`src/rtl/error_recovery_unit_pkg.sv`:
```
// Shared types and constants for the error recovery unit: FSM state encoding,
// datapath widths and the per-vector base offsets of the lost-carry error terms.
package error_recovery_unit_pkg;

  localparam int PROD_W  = 32;
  localparam int ERR_W   = 16;
  localparam int NUM_VEC = 4;

  typedef enum logic [1:0] {
    IDLE = 2'd0,
    CORR = 2'd1,
    HOLD = 2'd2
  } state_t;

  // Base offsets for vectors i, j, k, l (index 0..3); each term lands one bit above its offset.
  localparam logic [NUM_VEC-1:0][4:0] ERR_OFFSET = {5'd15, 5'd11, 5'd7, 5'd3};

endpackage

```
`src/rtl/error_recovery_unit_shift_add.sv`:
```
// Combinational correction step: adds one error vector, shifted to its bit position,
// onto the accumulator (modulo 2^32).
module err_shift_add
  import error_recovery_unit_pkg::*;
(
  input  logic [PROD_W-1:0] acc,
  input  logic [ERR_W-1:0]  vec,
  input  logic [1:0]        idx,
  output logic [PROD_W-1:0] sum
);

  logic [4:0]        shamt;
  logic [PROD_W-1:0] term;

  assign shamt = ERR_OFFSET[idx] + 5'd1;
  assign term  = {{(PROD_W-ERR_W){1'b0}}, vec} << shamt;
  // Carry out of the top bit is intentionally dropped.
  assign sum   = acc + term;

endmodule

```
`src/rtl/error_recovery_unit.sv`:
```
// Error recovery unit: captures an approximate product plus four lost-carry vectors and
// folds NUM_CORR of them back in, one per cycle. Optional stats: ERR_RECOVERY_STATS_EN.
module error_recovery_unit
  import error_recovery_unit_pkg::*;
#(
  parameter int NUM_CORR = 4
) (
  input  logic              clk,
  input  logic              rst_n,
  input  logic              in_valid,
  output logic              in_ready,
  input  logic [PROD_W-1:0] p_approx,
  input  logic [ERR_W-1:0]  err_i,
  input  logic [ERR_W-1:0]  err_j,
  input  logic [ERR_W-1:0]  err_k,
  input  logic [ERR_W-1:0]  err_l,
  output logic              out_valid,
  input  logic              out_ready,
  output logic [PROD_W-1:0] p_out,
  output logic              busy
`ifdef ERR_RECOVERY_STATS_EN
  ,
  output logic [15:0]       corr_count,
  output logic              corr_flag
`endif
);

  localparam state_t     FIRST_STATE = (NUM_CORR > 0) ? CORR : HOLD;
  localparam logic [2:0] LAST_STEP   = 3'((NUM_CORR > 0) ? NUM_CORR - 1 : 0);

  state_t                          state_reg, state_next;
  logic [PROD_W-1:0]               acc_reg, acc_next;
  logic [2:0]                      step_reg, step_next;
  logic [NUM_VEC-1:0][ERR_W-1:0]   err_reg, err_next;
  logic [ERR_W-1:0]                cur_vec;
  logic [PROD_W-1:0]               acc_sum;

  assign cur_vec = err_reg[step_reg[1:0]];

  err_shift_add u_shift_add (
    .acc (acc_reg),
    .vec (cur_vec),
    .idx (step_reg[1:0]),
    .sum (acc_sum)
  );

  always_ff @(posedge clk or negedge rst_n) begin
    if (!rst_n) begin
      state_reg <= IDLE;
      acc_reg   <= '0;
      step_reg  <= '0;
      err_reg   <= '0;
    end else begin
      state_reg <= state_next;
      acc_reg   <= acc_next;
      step_reg  <= step_next;
      err_reg   <= err_next;
    end
  end

  always_comb begin
    state_next = state_reg;
    acc_next   = acc_reg;
    step_next  = step_reg;
    err_next   = err_reg;
    in_ready   = 1'b0;
    out_valid  = 1'b0;
    p_out      = '0;
    busy       = 1'b1;
    case (state_reg)
      IDLE: begin
        in_ready = 1'b1;
        busy     = 1'b0;
        if (in_valid) begin
          acc_next   = p_approx;
          err_next   = {err_l, err_k, err_j, err_i};
          step_next  = '0;
          state_next = FIRST_STATE;
        end
      end
      CORR: begin
        acc_next  = acc_sum;
        step_next = step_reg + 3'd1;
        if (step_reg == LAST_STEP) state_next = HOLD;
      end
      HOLD: begin
        out_valid = 1'b1;
        p_out     = acc_reg;
        if (out_ready) state_next = IDLE;
      end
      default: state_next = IDLE;
    endcase
  end

`ifdef ERR_RECOVERY_STATS_EN
  logic [15:0] count_reg;
  logic        flag_reg;
  logic        term_nonzero;

  assign term_nonzero = (state_reg == CORR) && (cur_vec != '0);

  always_ff @(posedge clk or negedge rst_n) begin
    if (!rst_n) begin
      count_reg <= '0;
      flag_reg  <= 1'b0;
    end else begin
      if (term_nonzero && (count_reg != 16'hFFFF)) count_reg <= count_reg + 16'd1;
      // Flag tracks only the operation in flight, so it restarts on each capture.
      if (state_reg == IDLE && in_valid) flag_reg <= 1'b0;
      else if (term_nonzero)              flag_reg <= 1'b1;
    end
  end

  assign corr_count = count_reg;
  assign corr_flag  = (state_reg == HOLD) && flag_reg;
`endif

endmodule

```
`config.mk`:
```
export PLATFORM = sky130hd
export DESIGN_NAME = error_recovery_unit
export DESIGN_NICKNAME = d
export VERILOG_FILES = /design/src/rtl/error_recovery_unit_pkg.sv /design/src/rtl/error_recovery_unit_shift_add.sv /design/src/rtl/error_recovery_unit.sv
export SDC_FILE = /design/constraint.sdc
export NUM_CORES = 1
export LEC_CHECK = 0
export CORE_ASPECT_RATIO = 2
export CORE_MARGIN = 5
export CORE_UTILIZATION = 25
export DETAILED_ROUTE_END_ITERATION = 8
export GPL_TIMING_DRIVEN = 0
export HOLD_SLACK_MARGIN = 0.1
export PLACE_DENSITY = 0.44
export SLEW_MARGIN = 0
export SYNTH_ARGS = -nofsm -noshare
export SYNTH_HDL_FRONTEND = slang
export SYNTH_SLANG_ARGS = --single-unit
```
`constraint.sdc`:
```
create_clock -name clk -period 9.58 [get_ports clk]
set_input_delay 2.395 -clock clk [delete_from_list [all_inputs] [get_ports clk]]
set_output_delay 2.395 -clock clk [all_outputs]
set_load 0.05 [all_outputs]
```
==> reports/metrics.csv, run 1 <==
stage,metric,value,unit
timing,slew_headroom,41.3,%
pwr,irDropWorstVdd,117,uV
placed_design,dpl.cell_count,1304,
clock_tree,cts_setup_buffers,0,
worst_setup_path,slowest_delay,800,ps
timing,tightest_slew,878,ps
synth,ys_ff_latch,101,
worst_setup_path,start_kind,flip-flop,
worst_setup_path,critical_path_buf_inv_count,2,
route,dr_total_vias,6253,
route,drc,0,
clock_tree,cts_tree,done,
cells_and_area,fillerInstances,2876,
clock_tree,clkLatencyLatePin,380,ps
timing,fmax,0.189,GHz
grt,track_usage,17.3,%
timing,finalCritPeriodShare,55.3,%
cells_and_area,multi_input_area,3880,um^2
timing,hold_viol,0,
die,row_count,84,
die,core,26300,um^2
synth,yosysMostFrequentCell,nand2_1,
synth,synth_common_cells,"nand2_1, dfrtp_1, o21ai_0",
clock_tree,holdBufCountCts,0,
cells_and_area,drive_gt1_share,3.89,%
grt,grt_pass1_wl,39.2,mm
grt,grt_max_degree,66,
worst_setup_path,worst-setup-path-type,reg -> out,
die,die_height,240,um
timing,final-setup-viol-count,0,
cells_and_area,register_area,2530,um^2
cells_and_area,diodes,0,
cells_and_area,final_nets,1105,
timing,slew_viol_final,0,
route,first_iter_violations,281,
worst_setup_path,cp.required,7190,ps
worst_setup_path,r2r-start,step_reg[1],
timing,finalClockSkew,17.6,ps
grt,grt_pass1_vias,6760,
cells_and_area,syn_to_final_growth,31.6,%
route,ant_nets,0,
timing,finalSetupTns,0,ps
cells_and_area,finalNonFillerCells,1320,
clock_tree,cts_sinks,101,
route,drt_wl_total,25.8,mm
clock_tree,clock_path_buffers,2,
synth,synth_seq_area_share,38.1,%
clock_tree,cts_resized,0,
placed_design,place.port_buffers,134,
pwr,cellPowerDensity,435,nW/um^2
worst_setup_path,critical_path_peak_fanout,10,
synth,synth.area.top_cells,"dfrtp_1, nand2_1, ha_1",
cells_and_area,largest_register_ffs,64,
clock_tree,clk_pin_slew,70,ps
placed_design,hpwl,21.0,mm
synth,synth_top_area_share,38.1,%
timing,rsz0062_at_grt,false,
worst_setup_path,critical_path_arrival,2900,ps
status,outcome,"finished, final reports clean",
route,vias_per_cell,4.74,
timing,period_minus_slack,5300,ps
clock_tree,cts_buffers,9,
clock_tree,htreeDepth,3,
synth,syn_avg_cell_area,8.05,um^2
min_path,hp-class,reg -> reg,
clock_tree,clk_root_buffer_cell,clkbuf_16,
synth,synth_cell_types,53,
pwr,leakage,3.92,nW
die,initial_utilization,25.3,%
synth,synth_top_cell_by_area,dfrtp_1,
synth,synthArstFlopShare,100,%
route,wl_per_cell,19.5,um
synth,syn_inst,825,
worst_setup_path,startpoint,state_reg[0],
die,io_pins,135,
worst_setup_path,crit_path_top_delay_cell,clkdlybuf4s50_1,
synth,synth_flop_cell,dfrtp_1,
worst_setup_path,crit_chain,"nor2b_1, clkbuf_1, and2_1, clkdlybuf4s50_1",
die,die_w,125,um
worst_setup_path,cp_top_family,buffers and inverters,
grt,antenna_found_initial,0,
min_path,min_from,err_reg[56],
synth,synth.net_count,959,
route,drt_first_pass_iters,7,
synth,yosysWarnings,0,
synth,syn-cell-area,6640,um^2
synth,synth-edff-count,0,
grt,gr-total-overflow,0,
die,die-area,30100,um^2
worst_setup_path,critPathCaptureType,output pin,
placed_design,routabilityCongestion,0.896,
job,drv_cap,0,
-- worst paths after layout --
check / cells past startpoint / to / slack, ps
worst max register to register: 15 / acc_reg[24] / 4720
worst max-delay path: 4 / p_out[26] / 4280
worst min-delay path: 2 / err_reg[56] / 470
worst min register to register: 2 / err_reg[56] / 470
min in group asynchronous: 1 / acc_reg[4] / 2010
max in group asynchronous: 2 / err_reg[49] / 6840
-- cells in the final DEF (no fill, tap or decap), types with 3 or more instances in the layout --
cell and n:
mux2i_1 18, xor2_1 10, nor2_1 44, o21ai_0 54, dfrtp_1 101, o22ai_1 6, and2_1 34, clkbuf_1 39
clkbuf_16 9, buf_1 4, a22oi_1 19, ha_1 33, o31ai_1 5, o211ai_1 3, a211oi_1 8, nand3_1 10
mux4_2 8, and3_1 4, o21a_1 7, nor2b_1 14, inv_1 14, nand2_1 265, a21o_1 13, xnor2_1 16
a21oi_1 46, a31oi_1 4, clkdlybuf4s50_1 133, nor3_1 9, nand4_1 5, buf_2 4
-- cells by family after synthesis --
| kind of cell | synth area share, % |
|---|---|
| multiplexers | 5.60 |
| adder cells (fa/ha/maj) | 6.52 |
| AO/OA/AOI/OAI | 18.3 |
| buffers and inverters | 3.47 |
| XOR/XNOR | 3.43 |
| AND/OR/NAND/NOR | 24.6 |
| flip-flops | 38.1 |
-- worst register-to-register path, delay by kind of cell, from the launching register on --
kind	cells	cell delay [ps]
AND/OR/NAND/NOR	2	300
AO/OA/AOI/OAI	7	1900
buffers and inverters	3	1060
adder cells (fa/ha/maj)	1	370
multiplexers	1	590
XOR/XNOR	1	160
flip-flops	1	350
-- stage by stage --
| stage | hold WS (ps) | util, % | area, um^2 | setup slack [ps] | total power (W) |
|---|---|---|---|---|---|
| after CTS | 476 | 33.2 | 8740 | 4100 | 0.00385 |
| after global placement | 453 | 32.0 | 8410 | 1770 | 0.00343 |
| after global routing | 496 | 33.2 | 8740 | 4000 | 0.00418 |
| after floorplan | 438 | - | 6640 | 5420 | 0.00263 |
| after detailed placement | 457 | 32.1 | 8440 | 4520 | 0.00344 |
| final | 469 | 33.2 | 8740 | 4280 | 0.00380 |
-- where the power goes --
part	internal, W	leakage [nW]	switching, W
combinational	0.000968	2.54	0.00164
clock	0.000205	0.141	0.000185
sequential	0.000649	1.24	0.000153
-- cell type report --
cell class,count,area share (%)
plain buffers,46,2.03
clock buffers,10,2.62
clock inverters,6,0.802
inverters,14,0.602
multi-input cells,664,44.4
flip-flops and latches,101,28.9
well taps,344,4.93
repair buffers,135,15.6
-- per-layer routing --
metal  global-route usage (%)  up-vias  wire length, um
li1                         -     3111                -
met1                     16.7     2978             8930
met2                     35.9      131            15300
met3                     2.20       33              686
met4                     7.07        0              821
met5                        0        -                0
(Power assumes the default switching activity.)
==> run 2: changes to the inputs <==
--- a/config.mk
+++ b/config.mk
@@ -11,7 +11,7 @@
 export DETAILED_ROUTE_END_ITERATION = 8
 export GPL_TIMING_DRIVEN = 0
 export HOLD_SLACK_MARGIN = 0.1
-export PLACE_DENSITY = 0.44
+export PLACE_DENSITY = 0.45
 export SLEW_MARGIN = 0
 export SYNTH_ARGS = -nofsm -noshare
 export SYNTH_HDL_FRONTEND = slang
==> constraint.sdc (replaced) <==
create_clock -name clk -period 4.3 [get_ports clk]
set_input_delay 1.075 -clock clk [delete_from_list [all_inputs] [get_ports clk]]
set_output_delay 1.075 -clock clk [all_outputs]
set_load 0.05 [all_outputs]
==> reports/metrics.csv, run 2 (synthesized netlist as in run 1, its figures left out) <==
stage,metric,value,unit,change
cells_and_area,design_area,8800,um^2,was 8740 um^2
worst_setup_path,start_kind,flip-flop,,unchanged
worst_setup_path,critPathCaptureType,flip-flop,,was output pin
cells_and_area,syn_to_final_growth,32.5,%,was 31.6%
die,core,26300,um^2,unchanged
clock_tree,clk_root_buffer_cell,clkbuf_16,,unchanged
route,wl_per_cell,19.5,um,about the same
worst_setup_path,crit_chain,"buf_6, buf_6, buf_6, mux2i_2, a21o_1, o21ai_0, nor2b_1, ha_1, a21oi_1, o21ai_0, and2_1, a211o_2, a2111oi_4, o21ai_2, xnor2_1, a21oi_1",,"was nor2b_1, clkbuf_1, and2_1, clkdlybuf4s50_1"
worst_setup_path,cp.required,4530,ps,was 7190 ps
clock_tree,clkLatencyLatePin,370,ps,was 380 ps
placed_design,hpwl,20.9,mm,was 21.0 mm
placed_design,routabilityCongestion,0.883,,was 0.896
grt,grt_pass1_wl,39.2,mm,about the same
worst_setup_path,worst-setup-path-type,reg -> reg,,was reg -> out
die,die_w,125,um,unchanged
cells_and_area,diodes,0,,unchanged
clock_tree,holdBufCountCts,0,,unchanged
worst_setup_path,slowest_delay,460,ps,was 800 ps
timing,hold_viol,0,,unchanged
pwr,leakage,3.94,nW,was 3.92 nW
cells_and_area,final_nets,1105,,unchanged
grt,grt_pass1_vias,6771,,was 6760
route,drt_wl_total,25.8,mm,about the same
die,initial_utilization,25.3,%,unchanged
clock_tree,cts_tree,done,,unchanged
timing,rsz0062_at_grt,false,,unchanged
timing,slew_viol_final,0,,unchanged
placed_design,place.port_buffers,134,,unchanged
timing,final-setup-viol-count,0,,unchanged
cells_and_area,multi_input_area,3940,um^2,was 3880 um^2
route,vias_per_cell,4.73,,was 4.74
timing,finalClockSkew,12.4,ps,was 17.6 ps
min_path,hp-class,reg -> reg,,unchanged
worst_setup_path,crit_path_top_delay_cell,a2111oi_4,,was clkdlybuf4s50_1
timing,slew_headroom,39.4,%,was 41.3%
clock_tree,clock_path_buffers,2,,unchanged
status,outcome,"finished, final reports clean",,unchanged
grt,track_usage,17.2,%,was 17.3%
pwr,irDropWorstVdd,262,uV,was 117 uV
cells_and_area,register_area,2530,um^2,unchanged
route,dr_total_vias,6240,,was 6253
timing,fmax,0.245,GHz,
timing,tightest_slew,907,ps,was 878 ps
worst_setup_path,critical_path_peak_fanout,10,,unchanged
die,die-area,30100,um^2,unchanged
cells_and_area,largest_register_ffs,64,,unchanged
grt,grt_max_degree,57,,was 66
cells_and_area,finish.utilization,33.5,%,was 33.2%
route,drc,0,,unchanged
timing,finalSetupTns,0,ps,unchanged
timing,period_minus_slack,4080,ps,
cells_and_area,fillerInstances,2885,,was 2876
clock_tree,clk_pin_slew,80,ps,was 70 ps
clock_tree,cts_sinks,101,,unchanged
clock_tree,htreeDepth,3,,unchanged
grt,gr-total-overflow,0,,unchanged
pwr,p_total,0.00854,W,was 0.00380 W
cells_and_area,drive_gt1_share,5.33,%,was 3.89%
route,ant_nets,0,,unchanged
route,first_iter_violations,272,,was 281
pwr,cellPowerDensity,971,nW/um^2,was 435 nW/um^2
cells_and_area,layout_commonest_cell,nand2_1,,unchanged
job,drv_cap,0,,unchanged
worst_setup_path,critPathMostFrequentCell,buf_6,,
route,drt_first_pass_iters,6,,was 7
die,io_pins,135,,unchanged
worst_setup_path,critical_path_arrival,4310,ps,was 2900 ps
clock_tree,cts_buffers,9,,unchanged
die,die_height,240,um,unchanged
timing,finalCritPeriodShare,94.9,%,
cells_and_area,final_cell_mix,"nand2_1, clkdlybuf4s50_1, dfrtp_1, o21ai_0, a21oi_1",,unchanged
die,row_count,84,,unchanged
grt,antenna_found_initial,0,,unchanged
placed_design,place_area,8440,um^2,unchanged
run 2: report_power, final:
part | total (W) | internal [W] | switching [W]
sequential | 0.00179 | 0.00145 | 0.000339
combinational | 0.00592 | 0.00223 | 0.00369
clock | 0.000838 | 0.000417 | 0.000420
run 2: layer usage:
metal	global-route usage [%]	part of all wire [%]	vias to the layer above
met5	0	0	-
met1	16.7	35	2965
met2	35.8	59	134
met4	6.74	3.5	0
met3	2.27	2.8	38
li1	-	-	3103
run 2: path summary, 6_finish.rpt:
check                            start          end  slack [ps]  depth (start not counted)
hold / removal             err_reg[28]  err_reg[28]         470                          2
max in group asynchronous        rst_n  err_reg[48]        2820                          2
setup reg to reg           step_reg[1]  acc_reg[31]         220                         16
setup / recovery           step_reg[1]  acc_reg[31]         220                         16
min in group asynchronous        rst_n  err_reg[36]         730                          1
hold reg to reg            err_reg[28]  err_reg[28]         470                          2
run 2: what timing repair did:
item | CTS | global route
gates resized for setup | 10 | 13
endpoints found under the setup margin | 13 | 10
buffers inserted | 0 | 1
run 2: worst max-delay path: cells and delay by family, from the launching register on:
family,cells,cell delay (ps)
flops,1,370
buf+inv,3,590
compound gates,8,1740
simple gates,2,350
xor+xnor,1,170
mux,1,320
fa+ha+maj,1,380
run 2: cell type report:
type                            instances  share of cell area, %
Tap cell                              344                   4.89
Clock inverter                          5                  0.483
Sequential cell                       101                   28.7
Buffer                                 45                   2.23
Multi-Input combinational cell        664                   44.7
Inverter                               14                  0.597
Timing Repair Buffer                  136                   15.6
Clock buffer                           11                   2.76
run 2: metrics by stage:
stage	hold slack [ps]	cells	setup slack, ps
after CTS	477	1320	20.9
final	471	1320	217
after floorplan	438	825	713
after detailed placement	460	1304	-437
after global placement	453	1303	-2110
after global routing	495	1320	42.9
